## src/rtl/psum_writer_pkg.sv

```systemverilog
// Shared definitions for the partial-sum writer: FSM encoding, SRAM strobe levels
// and default geometry. Imported by the writer and by the corelet controller.
package psum_writer_pkg;

    localparam int unsigned COL     = 8;
    localparam int unsigned PSUM_BW = 16;
    localparam int unsigned ADDR_W  = 11;
    localparam int unsigned DATA_W  = COL * PSUM_BW;

    // SRAM strobes are active-low
    localparam logic CEN_IDLE   = 1'b1;
    localparam logic CEN_ACTIVE = 1'b0;
    localparam logic WEN_READ   = 1'b1;
    localparam logic WEN_WRITE  = 1'b0;

    typedef enum logic [1:0] {
        IDLE  = 2'd0,
        RUN   = 2'd1,
        DRAIN = 2'd2,
        DONE  = 2'd3
    } state_t;

    // States in which a transfer is in flight
    function automatic logic is_busy(input state_t s);
        return (s == RUN) || (s == DRAIN);
    endfunction

endpackage

```

## src/rtl/psum_writer_relu_lane.sv

```systemverilog
// One-lane ReLU clamp for the partial-sum writer: negative signed lanes become
// zero, non-negative lanes pass through. Only built when PSUM_WRITER_RELU_EN is set.
`ifdef PSUM_WRITER_RELU_EN
module relu_lane #(
    parameter int unsigned psum_bw = 16
) (
    input  logic [psum_bw-1:0] lane,
    output logic [psum_bw-1:0] clamped_c
);

    // Sign bit selects between the lane value and zero
    always_comb begin
        clamped_c = lane;
        if (lane[psum_bw-1]) begin
            clamped_c = '0;
        end
    end

endmodule
`endif

```

## src/rtl/psum_writer.sv

```systemverilog
// Partial-sum writer: pops vectors from the OFIFO and writes each one into
// consecutive output-SRAM words starting at a programmed base address.
// Optional feature macro: PSUM_WRITER_RELU_EN (clamp negative lanes to zero on write).
module psum_writer
    import psum_writer_pkg::*;
#(
    parameter int unsigned col     = COL,
    parameter int unsigned psum_bw = PSUM_BW,
    parameter int unsigned addr_w  = ADDR_W
) (
    input  logic                     clk,
    input  logic                     reset,
    input  logic                     start,
    input  logic [addr_w-1:0]        base_addr,
    input  logic [addr_w:0]          num_vec,
    input  logic [col*psum_bw-1:0]   ofifo_out,
    input  logic                     ofifo_valid,
    output logic                     ofifo_rd,
    output logic                     CEN,
    output logic                     WEN,
    output logic [addr_w-1:0]        A,
    output logic [col*psum_bw-1:0]   D,
    output logic                     busy,
    output logic                     done
);

    localparam int unsigned DW = col * psum_bw;
    localparam int unsigned CW = addr_w + 1;

    state_t            state;
    state_t            state_nxt;
    logic [addr_w-1:0] addr_ptr;
    logic [CW-1:0]     remaining;
    logic [DW-1:0]     d_next_c;

    // Lane transform applied in front of the D register
`ifdef PSUM_WRITER_RELU_EN
    for (genvar i = 0; i < int'(col); i++) begin : g_relu
        relu_lane #(
            .psum_bw   (psum_bw)
        ) u_relu (
            .lane      (ofifo_out[i*psum_bw +: psum_bw]),
            .clamped_c (d_next_c[i*psum_bw +: psum_bw])
        );
    end
`else
    assign d_next_c = ofifo_out;
`endif

    // FSM state register
    always_ff @(posedge clk or negedge reset) begin
        if (!reset) begin
            state <= IDLE;
        end else begin
            state <= state_nxt;
        end
    end

    // Next-state logic and the combinational OFIFO pop
    always_comb begin
        state_nxt = state;
        ofifo_rd  = 1'b0;
        case (state)
            IDLE: begin
                if (start) begin
                    state_nxt = (num_vec != '0) ? RUN : DONE;
                end
            end
            RUN: begin
                ofifo_rd = ofifo_valid;
                if (ofifo_valid && (remaining == CW'(1))) begin
                    state_nxt = DRAIN;
                end
            end
            DRAIN:   state_nxt = DONE;
            DONE:    state_nxt = IDLE;
            default: state_nxt = IDLE;
        endcase
    end

    // Status flags, registered from the next state so they line up with it
    always_ff @(posedge clk or negedge reset) begin
        if (!reset) begin
            busy <= 1'b0;
            done <= 1'b0;
        end else begin
            busy <= is_busy(state_nxt);
            done <= (state_nxt == DONE);
        end
    end

    // Address/count tracking: loaded on an accepted start, stepped on every pop
    always_ff @(posedge clk or negedge reset) begin
        if (!reset) begin
            addr_ptr  <= '0;
            remaining <= '0;
        end else if ((state == IDLE) && start) begin
            addr_ptr  <= base_addr;
            remaining <= num_vec;
        end else if (ofifo_rd) begin
            addr_ptr  <= addr_ptr + addr_w'(1);
            remaining <= remaining - CW'(1);
        end
    end

    // SRAM write stage: one registered write per pop, strobes idle otherwise
    always_ff @(posedge clk or negedge reset) begin
        if (!reset) begin
            CEN <= CEN_IDLE;
            WEN <= WEN_READ;
            A   <= '0;
            D   <= '0;
        end else if (ofifo_rd) begin
            CEN <= CEN_ACTIVE;
            WEN <= WEN_WRITE;
            A   <= addr_ptr;
            D   <= d_next_c;
        end else begin
            CEN <= CEN_IDLE;
            WEN <= WEN_READ;
        end
    end

endmodule

```

## config.mk

```make
export PLATFORM = sky130hd
export DESIGN_NAME = psum_writer
export DESIGN_NICKNAME = d
export VERILOG_FILES = /design/src/rtl/psum_writer_pkg.sv /design/src/rtl/psum_writer_relu_lane.sv /design/src/rtl/psum_writer.sv
export SDC_FILE = /design/constraint.sdc
export NUM_CORES = 1
export LEC_CHECK = 0
export BUFFER_PORTS_ARGS = -buffer_cell sky130_fd_sc_hd__buf_2
export CELL_PAD_IN_SITES_DETAIL_PLACEMENT = 0
export CELL_PAD_IN_SITES_GLOBAL_PLACEMENT = 1
export CORE_ASPECT_RATIO = 1.5
export CORE_MARGIN = 2
export CORE_UTILIZATION = 30
export DETAILED_ROUTE_END_ITERATION = 12
export PLACE_DENSITY_LB_ADDON = 0.05
export SLEW_MARGIN = 10
export SYNTH_ARGS = -nofsm -noshare
export SYNTH_HDL_FRONTEND = slang
export SYNTH_HIERARCHICAL = 1
export SYNTH_SLANG_ARGS = --single-unit
```

## constraint.sdc

```tcl
create_clock -name clk -period 2.4 [get_ports clk]
set_clock_uncertainty 0.05 [all_clocks]
set_input_delay 0 -clock clk [delete_from_list [all_inputs] [get_ports clk]]
set_output_delay 0 -clock clk [all_outputs]
set_load 0.02 [all_outputs]
```

## After elaboration in Yosys (flattened, before gate mapping)

Index checks and enable logic that the tools add are counted.
Widths: inputs -> output; s select.

| operators by class | value |
|---|---|
| add/subtract/negate cells | 2 |
| $mul | 0 |
| divide/modulo/power cells | 0 |
| order comparisons | 0 |
| eq/ne operators | 7 |
| shifts and indexed selects | 0 |
| muxes and demuxes | 10 |
| bitwise gates (word level) | 0 |
| reduce and logical (&&, ||, !) cells | 6 |

Operators by type and width:

| kind | count |
|---|---|
| $mux 12 | 2 |
| $mux 11 | 2 |
| $eq 12x1->1 const B | 1 |
| $reduce_bool 12->1 | 1 |
| $sub 12x1->12 const B | 1 |
| $add 11x1->11 const B | 1 |
| $eq 2x2->1 const B | 4 |
| $pmux 2 s4 | 1 |
| $mux 2 | 3 |
| $eq 2x1->1 const B | 2 |
| $logic_and 1x1->1 | 2 |
| $logic_not 2->1 | 1 |
| $mux 1 | 2 |
| $reduce_bool 2->1 | 1 |
| $logic_or 1x1->1 | 1 |

| word-level totals | value |
|---|---|
| register bits | 167 |
| latch bits | 0 |
| bits in writable memories | 0 |
| memory bits (read-only) | 0 |
| input port bits | 155 |
| output and inout bits | 144 |
| logic and storage cells | 33 |
| memories | 0 |

## Logic depth before layout (Yosys ltp)

Gate-level depths: netlist (run 1).

| depth | value |
|---|---|
| depth in word-level cells | 6 |
| depth in mapped cells | 7 |
| depth with buffers taken out | 6 |

## Least setup slack after synthesis (run 1)

Ideal clock, no wire load.

| timing | value |
|---|---|
| path type | register to register |
| start point | register remaining[4] |
| end point | register busy |
| setup time | 0.126 ns |
| arrival time | 2.238 ns |
| required time | 2.224 ns |
| slack | -0.014 ns |
| stages on the path, launching flop included | 7 |
| buffers on the path | 1 |
| clock period less this slack | 2.414 ns |
| cell sequence | dfrtp_1 -> buf_6 -> or4_4 -> or4_4 -> or4_4 -> o21ai_0 -> ha_1 |

| between the ends | value |
|---|---|
| longest elaborated chain between the ends | 6 |
| elaborated cells on any way between the ends | 7 |
| classes of those cells | 3 x eq/ne; 2 x mux; 2 x reduce/logical |

RTL lines:

| what | RTL line | RTL |
|---|---|---|
| start: declaration | psum_writer.sv:33 | `logic [CW-1:0] remaining;` |
| start signal: assignment | psum_writer.sv:99 | `remaining <= num_vec;` |
| start signal: assignment | psum_writer.sv:102 | `remaining <= remaining - CW'(1);` |
| $eq 12x1->1 * | psum_writer.sv:71 | `if (ofifo_valid && (remaining == CW'(1))) begin` |
| $logic_and 1x1->1 * | psum_writer.sv:71 |  |
| $mux 2 * | psum_writer.sv:71 |  |
| $pmux 2 s4 * | psum_writer.sv:63 | `case (state)` |
| $eq 2x1->1 or $eq 2x2->1 (tied branches) | psum_writer_pkg.sv:25 | `return (s == RUN) \|\| (s == DRAIN);` |
| $logic_or 1x1->1 * | psum_writer_pkg.sv:25 |  |
| end signal: assignment | psum_writer.sv:87 | `busy <= is_busy(state_nxt);` |
| end: declaration | psum_writer.sv:23 | `output logic busy,` |

Mark *: on every way between the ends. The rest lies on a longest branch, timed or not.
A chain may end at the register's enable or synchronous reset.

## Final worst setup path (run 1)

| timing | value |
|---|---|
| start point | register remaining[6] |
| end point | register busy |

The elaborated chain is that of the path after synthesis.

==> flow_results.org, run 1 <==
** Die
- DIE AREA :: roughly 23,000 um^2
- The floorplan step defined a core boundary enclosing 21,800 um^2.
- In this run the vertical extent of the chip is 187 um.
- The initial utilization of the core area, before any placement, comes to between 30 and 40%.
- I/O pin total :: about 300
- Rows :: 66
- The die is 126 um wide.

** Synth
- Ranked by total cell area, the synthesized netlist is headed by dfrtp_1, nand2_1, clkbuf_1.
- In this run, synthesis produced a sequential element count of approximately 170.
- In this run the cell area of the synthesized design comes to ~6700 um^2.
- In the synthesized netlist the async set-or-reset flop fraction comes to 100%.
- Number of different library cells in the post-synthesis netlist :: 43
- Ranked by instance count, the synthesized netlist is headed by nand2_1, dfrtp_1, clkbuf_1, o21ai_0, nand3_1.
- Number of nets produced by synthesis :: 907
- Synth warn :: 6
- Number of synthesized flops with an enable pin :: 0
- The synthesized design devotes to its leading area cell type between 60 and 70% of total area.
- Leading area contributor after synthesis :: dfrtp_1
- A synthesized cell averages 8.93 um^2.
- After technology mapping, the gate count stands at approximately 750.
- In the post-synthesis netlist, the cell with the most instances is nand2_1.
- Commonest register cell after synthesis :: dfrtp_1
- The share of the Yosys chip area taken by registers is 62.6%.

** Clock tree
- The clock passes through at most 2 buffers.
- Number of buffers created by CTS :: 17
- Clock network latency to the later pin of the worst-skew pair :: roughly 420 ps
- TritonCTS built the clock tree.
- Clock Sink Count :: between 150 and 200
- Clock transition at the register clock pins on the worst setup and hold paths after CTS :: around 70 ps
- CTS placed an instance of clkbuf_16 at the clock tree root.
- H-Tree Depth :: 4

** Place
- Detailed placement finished with a half-perimeter wire length of 14,400 um.
- Buffers placed on the I/O ports in this run total between 200 and 300.
- Gp weighted congestion :: between 0.7 and 0.8

** Worst setup path
- Data on the critical path is required at its endpoint by 2660 ps.
- Along the worst path, the maximum fanout reaches 4.
- Crit Reg-Reg Startpoint :: remaining[6]
- Kind of critical path :: flip-flop to flip-flop
- Tracing the worst setup path back leads to its startpoint at remaining[6].
- The worst setup path is captured at a flip-flop.
- The worst setup path is launched from a flip-flop.
- Data arrives at the worst endpoint at around 2600 ps.

** GRT
- The number of global-route vias before repair was approximately 6,800.
- Pin count of the biggest net entering global routing :: 136
- The initial antenna violation count was 0.
- Aggregate global routing overflow :: 0
- The first global-routing pass estimated approximately 36,000 um of wire.
- GRT Resource Usage Total :: a little under a fifth

** Timing
- Top achievable clock speed :: around 440 MHz
- Share of the clock period used by the worst path after layout :: between 90% and 100%
- The worst pin sits at a relative slew slack of between 60% and 70%.
- Shortest period the worst path allows :: around 2300 ps
- Hold timing on the final database bottoms out at a slack of between 40 and 50 ps.
- Unrepaired setup endpoints after global routing :: no
- Final setup viols :: 0
- Count of final max-slew check failures :: 0
- Final hold viol count :: 0
- Slew of the pin with the lowest slew margin :: roughly 560 ps

** Route
- Dividing the detail-routed wire length by the instance count gives 15.1 um.
- DRC violation count after routing :: 0
- Vias after detailed routing :: roughly 6,600
- For this run, the detailed router's first-pass iteration total came to 5.
- For this block, the initial DRC count from the detailed router was roughly 270.
- Post-Route WL :: between 20,000 and 25,000 um
- Antenna-violating nets left :: 0
- In the routed layout, each cell is associated on average with a via count of between 4 and 5.

** Status
- The flow ran to the end, and the final reports show no timing, DRC or antenna violations.

** Cells and area
- Cells fill approximately 49% of the core in the end.
- Ratio of cells with drive above 1 in the final layout :: just under 30%
- After the last flow step, the layout net total stands at around 1,400.
- Area grow syn2layout :: 60.2%
- Antenna diode instance count :: 0

** Power
- The design draws approximately 10 mW.
- Of the total power, the clock network draws between 20% and 30%.
- Power spent charging and discharging nets :: between 3 and 4 mW
- Power Dens Cells :: just under 1000 nW/um^2
- Net switching is between 30% and 40% of the power.
- Cell leakage power :: roughly 5.8 nW
- In this run, flip-flops and latches consume about two fifths of the power.
- Maximum ir drop on the vdd rail :: 474 uV
- Internal power comes to between 6 and 7 mW.
- Combinational logic is responsible for about a third of the overall power.

** Hold path
- Worst hold path type :: input pin to async pin

** Job
- Number of max-cap violations :: 0
## metal layers
metal / track usage (%) / part of all wire (%)
met1: 21.9 / 41
met2: 34.4 / 52
met3: 4.62 / 5.3
met4: 5.24 / 1.4
met5: 0 / 0
## power by group through the flow
stage	sequential [mW]	combinational (mW)	clock (mW)
floorplan	4.88	1.27	0
global placement	4.12	3.42	0
detailed placement	4.14	3.42	0
CTS	4.10	3.64	2.81
global route	4.22	4.00	2.94
finish	4.10	3.62	2.71
## timing repair
item,4_1_cts,5_1_grt
endpoints found under the hold margin,269,0
endpoints found under the setup margin,1,2
gates cloned,0,1
pin swaps,5,3
hold buffers,154,0
gates resized for setup,2,3
buffers inserted,1,0
## critical path: stages, from the launching register on
cell,delay (ps)
dfrtp_1,380
or4_4,560
or4_4,440
or4_4,440
o21ai_2,70
ha_1,240
## cells in the final DEF, fill, tap and decap left out, types with 3 or more instances in the layout
master / synthesis / final
nand2_1: 441 / 441
buf_2: 0 / 297
dfrtp_1: 166 / 166
dlygate4sd3_1: 0 / 154
clkbuf_16: 0 / 18
o21ai_0: 15 / 14
buf_4: 1 / 14
nand3_1: 10 / 10
o211ai_1: 8 / 8
nor2_1: 7 / 7
clkinvlp_4: 0 / 6
and3_1: 5 / 5
o311ai_0: 5 / 5
inv_1: 4 / 4
nand4_1: 4 / 4
ha_1: 4 / 4
inv_6: 0 / 4
or4_4: 3 / 3
nor4_1: 3 / 3
nor3_1: 4 / 3
## state kept, by name, indices dropped and copies added (netlist names)
signal,count
A,11
done,1
state,2
busy,1
remaining,12
D,128
WEN,1
addr_ptr,11
## cell type report
type / count / area (um^2)
Clock buffer: 18 / 429
Clock inverter: 13 / 145
Fill cell: 2123 / 11100
Inverter: 5 / 21.3
Multi-Input combinational cell: 537 / 2340
Sequential cell: 167 / 4180
Tap cell: 272 / 340
Timing Repair Buffer: 470 / 3240
## cells by family after synthesis
| logic type | after synthesis | share of synthesized area, % |
|---|---|---|
| xor+xnor | 3 | 0.394 |
| buf+inv | 44 | 2.64 |
| compound gates | 44 | 4.69 |
| simple gates | 486 | 28.9 |
| flops | 167 | 62.6 |
| fa+ha+maj | 4 | 0.750 |
## final timing paths
kind / depth (start not counted) / slack, ps / end
worst max-delay path: 5 / 110 / busy
worst min-delay path: 2 / 40 / D[105]
worst max register to register: 5 / 110 / busy
worst min register to register: 2 / 420 / D[29]
max in group asynchronous: 3 / 1450 / D[19]
min in group clk: 4 / 240 / D[23]
## metrics by stage
| stage | area [um^2] | setup TNS (ps) | cells | setup WS, ps |
|---|---|---|---|---|
| after floorplan | 6680 | -13.6 | 748 | -13.6 |
| after global placement | 8520 | -40.6 | 1295 | -40.6 |
| after detailed placement | 8520 | -33.3 | 1295 | -33.3 |
| after CTS | 10600 | -5.36 | 1481 | -5.36 |
| after global routing | 10700 | 0 | 1482 | 41.9 |
| final | 10700 | 0 | 1482 | 111 |
Note: power is estimated with default switching activity, not from simulation.
==> run 2, diff against run 1 <==
--- a/constraint.sdc
+++ b/constraint.sdc
@@ -3,3 +3,3 @@
 set_input_delay 0 -clock clk [delete_from_list [all_inputs] [get_ports clk]]
 set_output_delay 0 -clock clk [all_outputs]
-set_load 0.02 [all_outputs]
+set_load 0.005 [all_outputs]
==> flow_results.org, run 2 (synthesis results as in run 1) <==
** Route
- DRT Pass-1 Iters :: 4 (was 5)
- DRC violation count after routing :: 0 (unchanged)
- The DRC violation total after the first TritonRoute iteration was 240 (was 265).
- Vias after detailed routing :: 6,622 (was 6,566)
- Vias per cell :: 4.46 (was 4.43)
- Routed length per placed instance :: 14.9 um (was 15.1 um)
- Post-Route WL :: 22,100 um (was 22,400 um)
- The post-detailed-route count of antenna-violating nets was 0 (unchanged).

** Clock tree
- Clock tree from TritonCTS :: built (unchanged)
- The clock sink count was 167 (unchanged).
- Clock transition at the register clock pins on the worst setup and hold paths after CTS :: 70 ps (about the same)
- Clock network latency to the later pin of the worst-skew pair :: 430 ps (was 420 ps)
- H-Tree Depth :: 4 (unchanged)
- The number of buffers between clock root and the deepest sink came to 2 (unchanged).
- The root cell of the clock tree was clkbuf_16 (unchanged).
- Number of buffers created by CTS :: 17 (unchanged)

** Power
- The final total power is 9.72 mW (was 10.4 mW).
- The part of the power in combinational logic came to 29.2% (was 34.7%).
- Power Dens Cells :: 907 nW/um^2 (was 974 nW/um^2)
- The worst-case vdd ir drop came to 482 uV (was 474 uV).
- Net switching fraction of the power :: 33.0% (was 37.9%)
- Cell leakage power :: 5.77 nW (was 5.76 nW)
- The switching component of the power was 3.21 mW (was 3.94 mW).
- Register share of total power :: 42.1% (was 39.3%)
- The cell-internal power was 6.51 mW (was 6.48 mW).
- Clock Power Share :: 28.7% (was 26.0%)

** Status
- Run status :: finished clean (unchanged)

** GRT
- Global-route wire length before repair :: 36,300 um (was 35,500 um)
- Vias in the first global route :: 6,938 (was 6,779)
- Number of antenna violations at the first check in global routing :: 1 (was 0)
- Pin count of the biggest net entering global routing :: 136 (unchanged)
- The overall fraction of global-route tracks in use is 19.3% (was 18.9%).
- Aggregate global routing overflow :: 0 (unchanged)

** Timing
- The transition time of the tightest slew-check pin is 546 ps (was 562 ps).
- Final Worst Setup Slack :: 112 ps (was 111 ps)
- Unrepaired setup endpoints after global routing :: no (unchanged)
- Share of the clock period used by the worst path after layout :: 95.3% (was 95.4%)
- The final-report max-slew violation count came to 0 (unchanged).
- Sum of negative setup slack :: 0 ps (unchanged)
- The relative slew slack is 63.1% (was 62.5%).
- The highest clock rate was 437 MHz (about the same).
- The final critical-path required period is 2290 ps (about the same).
- The count of endpoints failing setup in the final report came to 0 (unchanged).
- The count of final hold-check violations was 0 (unchanged).

** Cells and area
- The area used by multi-input combinational logic came to 2330 um^2 (was 2340 um^2).
- The most common library cell in the layout ignoring fill and taps is nand2_1 (unchanged).
- The post-layout net count is 1,357 (unchanged).
- The flip-flop count of the largest register after layout came to 128 (unchanged).
- Area grow syn2layout :: 60.5% (was 60.2%)
- Ratio of cells with drive above 1 in the final layout :: 29.6% (was 29.8%)
- Most frequent cells in the layout: nand2_1, buf_2, dfrtp_1, dlygate4sd3_1, clkbuf_16 (unchanged).
- Largest reg by FF count :: D (unchanged)
- Share of the core filled with cells :: 49.1% (was 49.0%)
- The footprint of the flip-flops and latches came to 4180 um^2 (unchanged).
- The filler cell count came to 2,137 (was 2,123).
- Regs by FF count :: D (128), remaining (12) (unchanged)

** Place
- Post-detailed-placement half-perimeter wirelength :: 14,500 um (was 14,400 um)
- Gp weighted congestion :: 0.779 (was 0.771)
- Count of port buffers added during placement :: 298 (unchanged)
- Setup WS pre-CTS :: -47.4 ps (was -33.3 ps)

** Worst setup path
- The worst endpoint required time came to 2670 ps (was 2660 ps).
- The startpoint of the most critical setup path is remaining[6] (unchanged).
- Kind of critical path :: flip-flop to flip-flop (unchanged)
- The beginning of the worst register-to-register path is remaining[6] (unchanged).
- Largest fanout of any net on the critical path :: 4 (unchanged)
- Arrival time at the worst endpoint :: 2550 ps (about the same)
- CP Capture Type :: flip-flop (unchanged)
- The critical path startpoint category is a flip-flop (unchanged).

** Die
- Width of the chip :: 126 um (unchanged)
- Initial core utilization :: 30.6% (unchanged)
- The placeable core area came to 21,800 um^2 (unchanged).
- Rows :: 66 (unchanged)
- DIE AREA :: 23,500 um^2 (unchanged)
- I/O pin total :: 299 (unchanged)
- Overall die height :: 187 um (unchanged)

** Hold path
- In this run the most critical hold path is launched from ofifo_out[101].
- The type of the worst min-delay path was input pin to flip-flop (was input pin to async pin).

** Job
- Number of max-cap violations :: 0 (unchanged)
==> run 2: power groups by stage <==
stage	Sequential (mW)	Combinational, mW	Clock, mW
finish	4.09	2.84	2.79
global route	4.21	3.23	3.01
CTS	4.09	2.91	2.89
detailed placement	4.14	2.69	0
global placement	4.12	2.68	0
floorplan	4.17	1.26	0
==> run 2: layer usage <==
layer / wire (um) / vias to the layer above / track usage, %
met5: 0 / - / 0
met4: 408 / 0 / 6.21
met3: 1160 / 23 / 4.44
met2: 11400 / 213 / 34.6
met1: 9160 / 3114 / 22.6
li1: - / 3272 / -
==> run 2: path summary, 6_finish.rpt <==
kind                       endpoint  slack, ps  cells past startpoint
max                            busy        110                      5
min                          D[101]        240                      4
max reg2reg                    busy        110                      5
min reg2reg                   D[84]        420                      2
max in group asynchronous     D[36]        870                      4
min in group asynchronous    D[107]        550                      3
==> run 2: layout make-up <==
| type | instances | share of cell area, % |
|---|---|---|
| repair buffers | 470 | 30.2 |
| flip-flops and latches | 167 | 39.0 |
| diodes | 1 | 0.0234 |
| clock inverters | 13 | 1.37 |
| clock buffers | 19 | 4.23 |
| inverters | 5 | 0.199 |
| well taps | 272 | 3.18 |
| multi-input cells | 537 | 21.8 |
==> run 2: critical path: stages (launching register included) <==
cell	delay, ps
dfrtp_1	380
or4_4	560
or4_4	440
or4_4	440
o21ai_2	80
ha_1	240
==> run 2: timing repair <==
| item | in CTS | in global routing |
|---|---|---|
| setup buffers | 1 | 0 |
| endpoints found under the hold margin | 320 | 0 |
| pin swaps | 4 | 2 |
| hold buffers | 156 | 0 |
| endpoints found under the setup margin | 1 | 2 |
| gates resized for setup | 3 | 1 |
==> run 2: per-stage QoR <==
step / cells / cell area (um^2) / hold slack, ps
detailed placement: 1294 / 8530 / -102
global placement: 1294 / 8530 / -100
floorplan: 748 / 6680 / -346
finish: 1484 / 10700 / 244
global route: 1484 / 10700 / 239
CTS: 1483 / 10700 / 213
==> run 3, diff against run 2 <==
Settings changed: SYNTH_HIERARCHICAL 1 to unset.
Clock period 2.4 ns to 1.9 ns, I/O delays scaled along.
==> flow_results.org, run 3 <==
** Clock tree
- Clk root buf :: clkbuf_16 (unchanged)
- Clock Sink Count :: 167 (unchanged)
- The H-tree depth is 4 (unchanged).
- Clock transition at the register clock pins on the worst setup and hold paths after CTS :: 70 ps (about the same)
- Clock tree from TritonCTS :: built (unchanged)
- Clock network latency to the later pin of the worst-skew pair :: 430 ps (about the same)
- The number of buffers between clock root and the deepest sink is 2 (unchanged).
- The number of clock buffers inserted by TritonCTS was 17 (unchanged).

** Place
- The global placement routability congestion was 0.785 (was 0.779).
- Post-DP Area :: 8610 um^2 (was 8530 um^2)
- Count of port buffers added during placement :: 298 (unchanged)
- The worst setup slack after placement was -531 ps (was -47.4 ps).
- Post-detailed-placement half-perimeter wirelength :: 14,500 um (about the same)

** Synth
- Synth warn :: 0 (was 6)
- The count of distinct cell types in the synthesized netlist came to 43 (unchanged).
- Commonest cells post-synth: nand2_1, dfrtp_1, clkbuf_1, o21ai_0, nand3_1 (unchanged).
- The synthesized netlist net count is 907 (unchanged).
- The share of the synthesized area in the top cell type is 62.2% (unchanged).
- The prevailing post-synth register cell is dfrtp_1 (unchanged).
- Synth area leaders :: dfrtp_1, nand2_1, clkbuf_1 (unchanged)
- The average cell area after synthesis came to 8.93 um^2 (unchanged).
- The sequential cell area fraction in the yosys report is 62.6% (unchanged).
- The async set-reset flop share out of synthesis came to 100% (unchanged).
- The post-synthesis instance area was 6680 um^2 (unchanged).
- Number of synthesized flops with an enable pin :: 0 (unchanged)
- The most common cell in the netlist is nand2_1 (unchanged).
- The biggest area consumer among synthesized cells is dfrtp_1 (unchanged).
- The post-synthesis sequential element count was 167 (unchanged).
- Gate count after technology mapping :: 748 (unchanged)

** GRT
- The total congestion overflow was 0 (unchanged).
- Met2 Resource Use GR :: 33.2% (was 34.6%)
- Busiest layer in global routing :: met2 (unchanged)
- The initial antenna violation count is 0 (was 1).
- The first-pass GRT wire length came to 35,900 um (was 36,300 um).
- Vias in the first global route :: 6,987 (was 6,938)
- The overall fraction of global-route tracks in use was 19.1% (was 19.3%).
- Pin count of the biggest net entering global routing :: 113 (was 136)
- The met3 capacity usage during global routing was 4.67% (was 4.44%).
- The routing usage on met1 came to 22.7% (was 22.6%).

** Worst setup path
- The path type of the worst setup path was flip-flop to flip-flop (unchanged).
- The endpoint class of the critical path is a flip-flop (unchanged).
- Required time at the worst-slack endpoint :: 2170 ps (was 2670 ps)
- Arrival time at the worst endpoint :: 2550 ps (about the same)
- Critical path startpoint category :: flip-flop (unchanged)
- Largest fanout of any net on the critical path :: 4 (unchanged)

** Cells and area
- Largest reg by FF count :: D (unchanged)
- Most frequent cells in the layout: nand2_1, buf_2, dfrtp_1, dlygate4sd3_1, buf_4 (was nand2_1, buf_2, dfrtp_1, dlygate4sd3_1, clkbuf_16).
- The post-layout net count is 1,371 (was 1,357).
- Antenna diode instance count :: 0 (was 1)
- Max reg flops :: 128 (unchanged)
- The final instance area is 11,000 um^2 (was 10,700 um^2).
- The most common library cell in the layout ignoring fill and taps is nand2_1 (unchanged).
- The area overhead of the layout relative to synthesis was 64.1% (was 60.5%).
- Regs by FF count :: D (128), remaining (12) (unchanged)
- The ratio of cells with drive above 1 in the final layout was 30.4% (was 29.6%).
- The utilization of the core after routing was 50.2% (was 49.1%).

** Route
- The total DRC errors in the routed layout was 0 (unchanged).
- Routed length per placed instance :: 15.3 um (was 14.9 um)
- The total wire length is 22,800 um (was 22,100 um).
- The overall via count from detail_route was 6,631 (was 6,622).
- Vias per cell :: 4.43 (was 4.46)
- Number of DRC markers in iteration 0 :: 272 (was 240)
- The detailed-router iteration count before antenna repair came to 5 (was 4).
- The post-detailed-route count of antenna-violating nets was 0 (unchanged).

** Timing
- Final setup viols :: 5 (was 0)
- Slew of the pin with the lowest slew margin :: 522 ps (was 546 ps)
- Top achievable clock speed :: 439 MHz (was 437 MHz)
- Share of the clock period used by the worst path after layout :: 120% (was 95.3%)
- Count of final max-slew check failures :: 0 (unchanged)
- The final critical-path required period came to 2280 ps (was 2290 ps).
- The final worst setup slack came to -380 ps (was 112 ps).
- Unrepaired setup endpoints after global routing :: yes (was no)
- The relative slew slack was 65.2% (was 63.1%).
- Final hold viol count :: 0 (unchanged)

** Power
- Maximum ir drop on the vdd rail :: 607 uV (was 482 uV)
- Power Dens Cells :: 1190 nW/um^2 (was 907 nW/um^2)
- Post-layout power :: 13.0 mW (was 9.72 mW)
- Cell leakage power :: 5.91 nW (was 5.77 nW)

** Die
- Core Region :: 21,800 um^2 (unchanged)
- Initial core utilization :: 30.6% (unchanged)
- Width of the chip :: 126 um (unchanged)
- Rows :: 66 (unchanged)
- The die area is 23,500 um^2 (unchanged).
- I/O pin total :: 299 (unchanged)
- The y dimension of the die was 187 um (unchanged).

** Hold path
- The type of the worst min-delay path was input pin to async pin (was input pin to flip-flop).

** Status
- Run status: finished, violations left (was finished clean).
- The checks that failed: negative setup slack.

** Job
- Number of max-cap violations :: 0 (unchanged)
run 3: worst paths after layout:
| path | start | to | slack (ps) | depth (start not counted) |
|---|---|---|---|---|
| max in group asynchronous | reset | remaining[6] | 990 | 3 |
| min in group clk | ofifo_out[79] | D[79] | 240 | 4 |
| min reg2reg | D[29] | D[29] | 420 | 2 |
| max | remaining[6] | busy | -380 | 5 |
| min | reset | D[42] | 40 | 2 |
| max reg2reg | remaining[6] | busy | -380 | 5 |
run 3: cells by family (layout without fill, tap and decap cells):
| kind of cell | Yosys count | after routing | synth area share (%) |
|---|---|---|---|
| DFF | 167 | 167 | 62.6 |
| and+or+nand+nor | 486 | 486 | 28.9 |
| xor gates and xnor gates | 3 | 3 | 0.394 |
| buffers and inverters | 44 | 521 | 2.64 |
| adders and majority gates | 4 | 4 | 0.750 |
| AOI/OAI and AO/OA | 44 | 44 | 4.69 |
run 3: routing by layer:
metal  share of wire [%]  wire, um
met5                   0         0
met4                 2.9       671
met3                 5.5      1250
met2                  49     11200
met1                  43      9720
run 3: through the flow:
stage	TNS [ps]	hold WS, ps	instances
2_1_floorplan	-1250	-346	748
3_3_place_gp	-1470	-62.6	1305
5_1_grt	-1370	71.9	1497
4_1_cts	-1450	44.3	1491
6_report	-1100	44.3	1497
3_5_place_dp	-1520	-62.8	1305
run 3: area by class of cell:
class | instances | area, um^2
clock inverters | 8 | 195
clock buffers | 24 | 482
inverters | 5 | 23.8
repair buffers | 484 | 3390
well taps | 272 | 340
fillers | 2124 | 10800
flip-flops and latches | 167 | 4180
multi-input cells | 537 | 2350
run 3: where the power goes:
group,internal [mW],total [mW],switching (mW)
registers,4.57,5.15,0.578
logic,1.80,3.87,2.07
clock network,2.58,4.00,1.43
run 3: repair_timing:
action,in CTS,in global routing
cloned,0,2
setup endpoints to repair,6,11
gates resized for setup,6,4
hold endpoints to repair,296,0
hold buffers,154,0
pin swaps,5,3
setup buffers,0,4
run 3: worst max-delay path, cell delays in order, from the launching register on:
cell and delay [ps]:
dfrtp_1 380, or4_4 550, or4_4 440, or4_4 430, o21ai_2 70, ha_1 240
